--- src/rtl/spi_cmd_ram_if.sv ---
// Parallel word link between the SPI slave and the command RAM.
// The master side (SPI slave) drives commands; the RAM returns read data and errors.
interface spi_cmd_ram_if;
    logic [9:0] rx_data;
    logic       rx_valid;
    logic       err_clr;
    logic [7:0] tx_data;
    logic       tx_valid;
    logic       cmd_err;

    modport master (
        output rx_data, rx_valid, err_clr,
        input  tx_data, tx_valid, cmd_err
    );

    modport slave (
        input  rx_data, rx_valid, err_clr,
        output tx_data, tx_valid, cmd_err
    );
endinterface

--- src/rtl/spi_cmd_ram.sv ---
// Command-decoding single-port RAM behind an SPI slave; read data is held for TX_HOLD cycles.
// Optional macro SPI_CMD_RAM_AUTO_INC_EN: post-increment wr/rd addresses after each data access.
module spi_cmd_ram #(
    parameter int ADDR_W  = 8,
    parameter int TX_HOLD = 8
) (
    input  logic          clk,
    input  logic          rst_n,
    spi_cmd_ram_if.slave  bus
);

    localparam int MEM_DEPTH = 2 ** ADDR_W;

    typedef enum logic {
        IDLE,
        HOLD
    } state_e;

    typedef enum logic [1:0] {
        OP_WR_ADDR = 2'b00,
        OP_WR_DATA = 2'b01,
        OP_RD_ADDR = 2'b10,
        OP_RD_DATA = 2'b11
    } op_e;

    logic [7:0]        mem_q [MEM_DEPTH];

    state_e            state_q, state_d;
    logic [7:0]        cnt_q, cnt_d;
    logic [ADDR_W-1:0] wr_addr_q, wr_addr_d;
    logic [ADDR_W-1:0] rd_addr_q, rd_addr_d;
    logic              wr_ok_q, wr_ok_d;
    logic              rd_ok_q, rd_ok_d;
    logic [7:0]        tx_data_q, tx_data_d;
    logic              err_q, err_d;

    logic              mem_we;
    logic              rd_accept;
    logic              cmd_fault;
    op_e               op;
    logic [7:0]        payload;
    logic [ADDR_W-1:0] addr_in;

    assign op      = op_e'(bus.rx_data[9:8]);
    assign payload = bus.rx_data[7:0];
    assign addr_in = payload[ADDR_W-1:0];

    always_ff @(posedge clk or negedge rst_n) begin
        if (!rst_n) begin
            state_q   <= IDLE;
            cnt_q     <= 8'd0;
            wr_addr_q <= '0;
            rd_addr_q <= '0;
            wr_ok_q   <= 1'b0;
            rd_ok_q   <= 1'b0;
            tx_data_q <= 8'd0;
            err_q     <= 1'b0;
        end else begin
            state_q   <= state_d;
            cnt_q     <= cnt_d;
            wr_addr_q <= wr_addr_d;
            rd_addr_q <= rd_addr_d;
            wr_ok_q   <= wr_ok_d;
            rd_ok_q   <= rd_ok_d;
            tx_data_q <= tx_data_d;
            err_q     <= err_d;
        end
    end

    // Memory is deliberately left out of reset so its contents survive a mid-transfer reset.
    always_ff @(posedge clk) begin
        if (mem_we) begin
            mem_q[wr_addr_q] <= payload;
        end
    end

    always_comb begin
        state_d   = state_q;
        cnt_d     = cnt_q;
        wr_addr_d = wr_addr_q;
        rd_addr_d = rd_addr_q;
        wr_ok_d   = wr_ok_q;
        rd_ok_d   = rd_ok_q;
        tx_data_d = tx_data_q;
        mem_we    = 1'b0;
        rd_accept = 1'b0;
        cmd_fault = 1'b0;

        if (bus.rx_valid) begin
            case (op)
                OP_WR_ADDR: begin
                    wr_addr_d = addr_in;
                    wr_ok_d   = 1'b1;
                end
                OP_WR_DATA: begin
                    if (wr_ok_q) begin
                        mem_we = 1'b1;
`ifdef SPI_CMD_RAM_AUTO_INC_EN
                        wr_addr_d = wr_addr_q + ADDR_W'(1);
`endif
                    end else begin
                        cmd_fault = 1'b1;
                    end
                end
                OP_RD_ADDR: begin
                    rd_addr_d = addr_in;
                    rd_ok_d   = 1'b1;
                end
                OP_RD_DATA: begin
                    // A read while the previous byte is still being shifted out is a protocol error.
                    if (state_q == IDLE && rd_ok_q) begin
                        rd_accept = 1'b1;
                        tx_data_d = mem_q[rd_addr_q];
`ifdef SPI_CMD_RAM_AUTO_INC_EN
                        rd_addr_d = rd_addr_q + ADDR_W'(1);
`endif
                    end else begin
                        cmd_fault = 1'b1;
                    end
                end
                default: ;
            endcase
        end

        case (state_q)
            IDLE: begin
                if (rd_accept) begin
                    state_d = HOLD;
                    cnt_d   = 8'(TX_HOLD - 1);
                end
            end
            HOLD: begin
                if (cnt_q == 8'd0) begin
                    state_d = IDLE;
                end else begin
                    cnt_d = cnt_q - 8'd1;
                end
            end
            default: state_d = IDLE;
        endcase

        if (cmd_fault) begin
            err_d = 1'b1;
        end else if (bus.err_clr) begin
            err_d = 1'b0;
        end else begin
            err_d = err_q;
        end
    end

    assign bus.tx_data  = tx_data_q;
    assign bus.tx_valid = (state_q == HOLD);
    assign bus.cmd_err  = err_q;

endmodule
--- src/flat_wrapper.sv ---
// flat-port wrapper written by rule: the top's interface ports become plain ports
module spi_cmd_ram_flat 
#(
    parameter int ADDR_W  = 8,
    parameter int TX_HOLD = 8
)
  (clk, rst_n, bus_rx_data, bus_rx_valid, bus_err_clr, bus_tx_data, bus_tx_valid, bus_cmd_err);
  spi_cmd_ram_if bus_i ();
  input  logic clk;
  input  logic rst_n;
  input wire logic [$bits(bus_i.rx_data)-1:0] bus_rx_data;
  input wire logic [$bits(bus_i.rx_valid)-1:0] bus_rx_valid;
  input wire logic [$bits(bus_i.err_clr)-1:0] bus_err_clr;
  output wire logic [$bits(bus_i.tx_data)-1:0] bus_tx_data;
  output wire logic [$bits(bus_i.tx_valid)-1:0] bus_tx_valid;
  output wire logic [$bits(bus_i.cmd_err)-1:0] bus_cmd_err;
  assign bus_i.rx_data = bus_rx_data;
  assign bus_i.rx_valid = bus_rx_valid;
  assign bus_i.err_clr = bus_err_clr;
  assign bus_tx_data = bus_i.tx_data;
  assign bus_tx_valid = bus_i.tx_valid;
  assign bus_cmd_err = bus_i.cmd_err;
  spi_cmd_ram #(.ADDR_W(ADDR_W), .TX_HOLD(TX_HOLD)) u_core (.clk(clk), .rst_n(rst_n), .bus(bus_i));
endmodule
--- config.mk ---
export PLATFORM = sky130hd
export DESIGN_NAME = spi_cmd_ram_flat
export DESIGN_NICKNAME = d
export VERILOG_FILES = /design/src/rtl/spi_cmd_ram_if.sv /design/src/rtl/spi_cmd_ram.sv /design/src/flat_wrapper.sv
export SDC_FILE = /design/constraint.sdc
export NUM_CORES = 2
export LEC_CHECK = 0
export CAP_MARGIN = 20
export CORE_ASPECT_RATIO = 2
export CORE_MARGIN = 8
export CORE_UTILIZATION = 40
export CTS_BUF_LIST = sky130_fd_sc_hd__clkbuf_8
export DETAILED_ROUTE_END_ITERATION = 8
export MAX_ROUTING_LAYER = met4
export SETUP_SLACK_MARGIN = 0.5
export SLEW_MARGIN = 25
export SYNTH_ARGS = -nofsm -noshare
export SYNTH_HDL_FRONTEND = slang
export SYNTH_SLANG_ARGS = --single-unit
export TNS_END_PERCENT = 30
--- constraint.sdc ---
create_clock -name clk -period 5.7 [get_ports clk]
set_clock_uncertainty 0.1 [all_clocks]
set_input_delay 1.14 -clock clk [delete_from_list [all_inputs] [get_ports clk]]
set_output_delay 1.14 -clock clk [all_outputs]
set_load 0.005 [all_outputs]
After elaboration in Yosys (flattened, before gate mapping)
Memory sizes are Yosys's and may differ from the RTL's. A register that Yosys moved wholly into a read port is not among the register bits.
Cells that the tools add are included.

word-level totals
  RAM bits = 2048
  latch bits = 0
  ROM bits = 0
  register bits = 28
  output and inout port bits = 10
  word-level logic and storage cells = 44
  input port bits = 14
  memories kept = 1

cells by class
  equal/unequal tests = 5
  divide/modulo/power cells = 0
  multipliers = 0
  bitwise logic cells = 1
  reductions and logical operators = 9
  add/subtract/negate cells = 1
  magnitude comparators = 0
  shift-type cells = 0
  mux-type cells = 20

memories
  memory        words  bits a word  read ports  clocked after Yosys merged registers in  wr ports  line               RTL
  u_core.mem_q  256    8            1           1                                        1         spi_cmd_ram.sv:26  logic [7:0] mem_q [MEM_DEPTH];

operator list
  kind                   number
  $mux W8                2
  $pmux W8 S2            1
  $mux W1                15
  $logic_not A8 Y1       1
  $sub A8 B1 Y8 const B  1
  $reduce_and A2 Y1      3
  $eq A2 B2 Y1 const B   2
  $pmux W1 S2            2
  $reduce_and A3 Y1      1
  $eq A2 B1 Y1 const B   1
  $logic_not A2 Y1       1
  $ne A2 B1 Y1 const B   1
  $ne A2 B2 Y1 const B   1
  $reduce_bool A2 Y1     1
  $logic_and A1 B1 Y1    1
  $logic_not A1 Y1       1
  $not A1 Y1             1

Logic depth before layout (Yosys ltp)
  depth in word-level cells = 7
  depth in mapped cells = 12
  depth with buffers taken out = 9

Worst setup path after synthesis
No wires, ideal clock.

  path kind = input to register
  start = in bus_rx_data[9]
  end = mem u_core.mem_q[102][0], enable pin
  path slack = 2.519 ns
  data required time = 5.230 ns
  library setup time = 0.370 ns
  data arrival time = 2.711 ns
  path buffers = 3
  stages on the path = 7
  path through = nor2b_1 > nor2b_1 > clkbuf_1 > clkbuf_1 > nand3_1 > clkbuf_1 > nor2_1

on the way
  longest elaborated chain between the ends = 5

RTL lines
  what                           line                RTL
  from (decl)                    flat_wrapper.sv:11  input wire logic [$bits(bus_i.rx_data)-1:0] bus_rx_data;
  $eq A2 B1 Y1                   spi_cmd_ram.sv:90   case (op)
  $mux W1                        spi_cmd_ram.sv:90
  $mux W1                        spi_cmd_ram.sv:89   if (bus.rx_valid) begin
  $mux W1                        spi_cmd_ram.sv:72   if (mem_we) begin
  $mux W1 (implied by the code)  spi_cmd_ram.sv:73   mem_q[wr_addr_q] <= payload;
  to (decl)                      spi_cmd_ram.sv:26

No other way between the ends.

==> impl_metrics.env <==
export IMPL_initial_core_util_pct=40.2
export IMPL_numCtsBuffers=274
export IMPL_yosys_warnings=0
export IMPL_drv_slew=0
export IMPL_root_buffer="clkbuf_8"
export IMPL_layout_nets=4330
export IMPL_hold_violations=0
export IMPL_ctsResizeCount=0
export IMPL_worst_hold_slack_ns=0.220
export IMPL_place_ws_ns=1.01
export IMPL_layout_setup_ws_ns=1.22
export IMPL_syn_area_per_cell_um2=20.0
export IMPL_syn_nets=4145
export IMPL_setup_viol=0
export IMPL_drt_iter0_markers=3960
export IMPL_die_x_um=337
export IMPL_track_usage_pct=20.5
export IMPL_gr_total_overflow=0
export IMPL_setup_tns_ns=0
export IMPL_clk_pin_slew_ns=0.07
export IMPL_multi_input_area_um2=17800
export IMPL_power_leakage_nw=28.7
export IMPL_h_tree_depth=5
export IMPL_clock_sinks=2084
export IMPL_postRouteAntennaNets=0
export IMPL_num_fill_cells=17621
export IMPL_grt_max_degree=166
export IMPL_die_area_um2=222000
export IMPL_drc_errors=0
export IMPL_synth_async_reset_ratio_pct=1.73
export IMPL_synth_edf_count=2048
export IMPL_clk_path_buf_depth=4
export IMPL_post_drt_wl_per_cell_um=31.2
export IMPL_cp_max_fo=22
export IMPL_ios=24
export IMPL_post_route_period_util_pct=78.6
export IMPL_grt_pass1_vias=43335
export IMPL_max_freq_mhz=223
export IMPL_fp_dieH_um=658
export IMPL_crit_arrival_ns=5.22
export IMPL_routabilityCongestion=0.911
export IMPL_critPathCaptureType="register"
export IMPL_cap_violations=0
export IMPL_drive_above_1_share_pct=17.8
export IMPL_cts_tree="yes"
export IMPL_min_period_ns=4.48
export IMPL_clk_latency_ns=0.92
export IMPL_area_growth_syn_to_layout_pct=9.67
export IMPL_regArea_um2=62400
export IMPL_core_um2=205000
export IMPL_antenna_found_initial=3
export IMPL_criticalPathCategory="register to register"
export IMPL_hold_buffers=0
export IMPL_tightest_slew_ns=1.17
export IMPL_post_cts_buffers=0
export IMPL_synth_flop_cell="edfxtp_1"
export IMPL_hold_class="input port to async pin"
export IMPL_power_density_nw_per_um2=358
export IMPL_ys_seq_area_share_pct=75.7
export IMPL_rsz0062_at_grt="false"
export IMPL_num_rows=235
export IMPL_crit_required_ns=6.44
export IMPL_synth_cell_types=81
export IMPL_wl_mm=226
export IMPL_relSlewSlack_pct=21.8
export IMPL_syn_inst=4129
export IMPL_status="finished clean"
export IMPL_vias=41496
export IMPL_io_buffer_count=23
export IMPL_dp_hpwl_mm=148
export IMPL_synth_area_um2=82400
export IMPL_viasPerCell=5.73
export IMPL_ys_ff_latch=2084
export IMPL_ir_worst_vdd_mv=0.183
export IMPL_grt_first_pass_wirelength_mm=318
export IMPL_cp_start_kind="register"
export IMPL_first_pass_iters=6
==> synthesized netlist by cell type (all sizes together) (5+ instances only) <==
cell type	instances	area share, %
a21oi	77	0.47
nand2b	6	0.046
or3	5	0.041
a22oi	47	0.43
a221oi	39	0.45
a221o	5	0.061
a31oi	8	0.061
dfrtp	36	1.1
mux4	313	8.9
and2	5	0.039
mux2i	419	5.1
a22o	8	0.087
clkbuf	107	0.82
nor4	7	0.053
buf	141	1.9
a211o	7	0.074
o221ai	63	0.69
inv	9	0.041
o21ai	52	0.32
mux2	25	0.34
a2111oi	11	0.13
nor3	24	0.15
a211oi	41	0.37
nand4	16	0.12
edfxtp	2048	75
nand3	34	0.22
nor2	290	1.3
o22ai	119	0.90
nor2b	18	0.14
nand2	96	0.44
==> flip-flops by register name, indices dropped and copies added, names as in the netlist <==
| name | count |
|---|---|
| u_core.wr_addr_q | 8 |
| u_core.rd_ok_q | 1 |
| u_core.cnt_q | 8 |
| u_core.mem_q | 2048 |
| u_core.wr_ok_q | 1 |
| u_core.rd_addr_q | 8 |
| u_core.bus.tx_data | 8 |
| u_core.bus.cmd_err | 1 |
| u_core.bus.tx_valid | 1 |
==> power by group <==
part	internal, mW	leakage [nW]	switching [mW]
Sequential	16.9	18.8	0.175
Combinational	1.63	7.00	2.93
Clock	5.29	2.85	5.51
==> area by class of cell <==
| type | count | area share (%) |
|---|---|---|
| sequential | 2084 | 69.1 |
| multi-input combinational | 1787 | 19.7 |
| clock buffer | 285 | 4.34 |
| tap | 2725 | 3.77 |
| timing repair buffer | 158 | 1.79 |
| clock inverter | 189 | 1.30 |
| inverter | 9 | 0.0402 |
| antenna | 5 | 0.0138 |
==> final timing paths <==
check | from | to | slack, ns | cells past startpoint
min in group clk | u_core.wr_ok_q | u_core.wr_ok_q | 0.36 | 1
hold reg to reg | u_core.wr_ok_q | u_core.wr_ok_q | 0.36 | 1
hold / removal | rst_n | u_core.bus.tx_valid | 0.22 | 2
setup / recovery | u_core.rd_addr_q[2] | u_core.bus.tx_data[0] | 1.22 | 9
setup reg to reg | u_core.rd_addr_q[2] | u_core.bus.tx_data[0] | 1.22 | 9
max in group asynchronous | rst_n | u_core.rd_addr_q[4] | 4.78 | 2
==> cells in the final DEF, fill, tap and decap left out, types with 7 or more instances in the layout <==
cell type / instances
dfrtp_1: 32
buf_4: 109
nand4_1: 16
nor2b_1: 16
mux2_2: 25
a211o_1: 7
clkinv_1: 57
mux2i_1: 419
o21ai_1: 10
a22o_1: 7
inv_1: 75
clkinvlp_4: 11
nor4_1: 7
nand3_1: 30
a221oi_1: 34
mux4_2: 236
a31oi_1: 8
nor2_1: 283
bufinv_16: 14
o21ai_0: 42
o221ai_1: 60
a22oi_1: 47
o22ai_1: 119
clkbuf_8: 291
nand2_1: 94
clkdlybuf4s50_1: 14
clkinv_2: 36
mux4_1: 77
buf_12: 23
a2111oi_0: 9
edfxtp_1: 2048
nor3_1: 24
a211oi_1: 39
a21oi_1: 77
==> worst max-delay path, cell delays in order, from the launching register on <==
cell and delay [ns]:
dfrtp_2 0.71, buf_4 0.34, buf_4 0.22, nor2b_4 0.57
buf_4 0.42, a21oi_1 0.20, a22oi_1 0.50, a21oi_1 0.23
nor4b_1 0.84, a221o_1 0.22
==> per-stage QoR <==
stage	area [um^2]	total power, mW	std cells	util [%]
after floorplan	82400	20.3	4129	-
final	90400	32.4	7242	44.1
after detailed placement	85200	21.9	6761	41.6
after global placement	85100	21.9	6760	41.5
after CTS	90300	32.6	7235	44.1
after global routing	90400	33.2	7241	44.1
==> cell families after synthesis <==
family | synth area share, %
buf+inv | 2.78
mux | 14.3
xor+xnor | 0.0531
simple gates | 2.77
flops | 75.7
compound gates | 4.29
fa+ha+maj | 0.0304
==> routing by layer <==
| metal | wire length (um) | global-route usage, % | vias up |
|---|---|---|---|
| li1 | - | - | 17437 |
| met1 | 75000 | 20.7 | 21796 |
| met2 | 122000 | 36.7 | 1668 |
| met3 | 10700 | 2.61 | 595 |
| met4 | 18500 | 13.9 | 0 |
| met5 | 0 | - | - |
No activity file was read; power rests on OpenSTA's default activity.
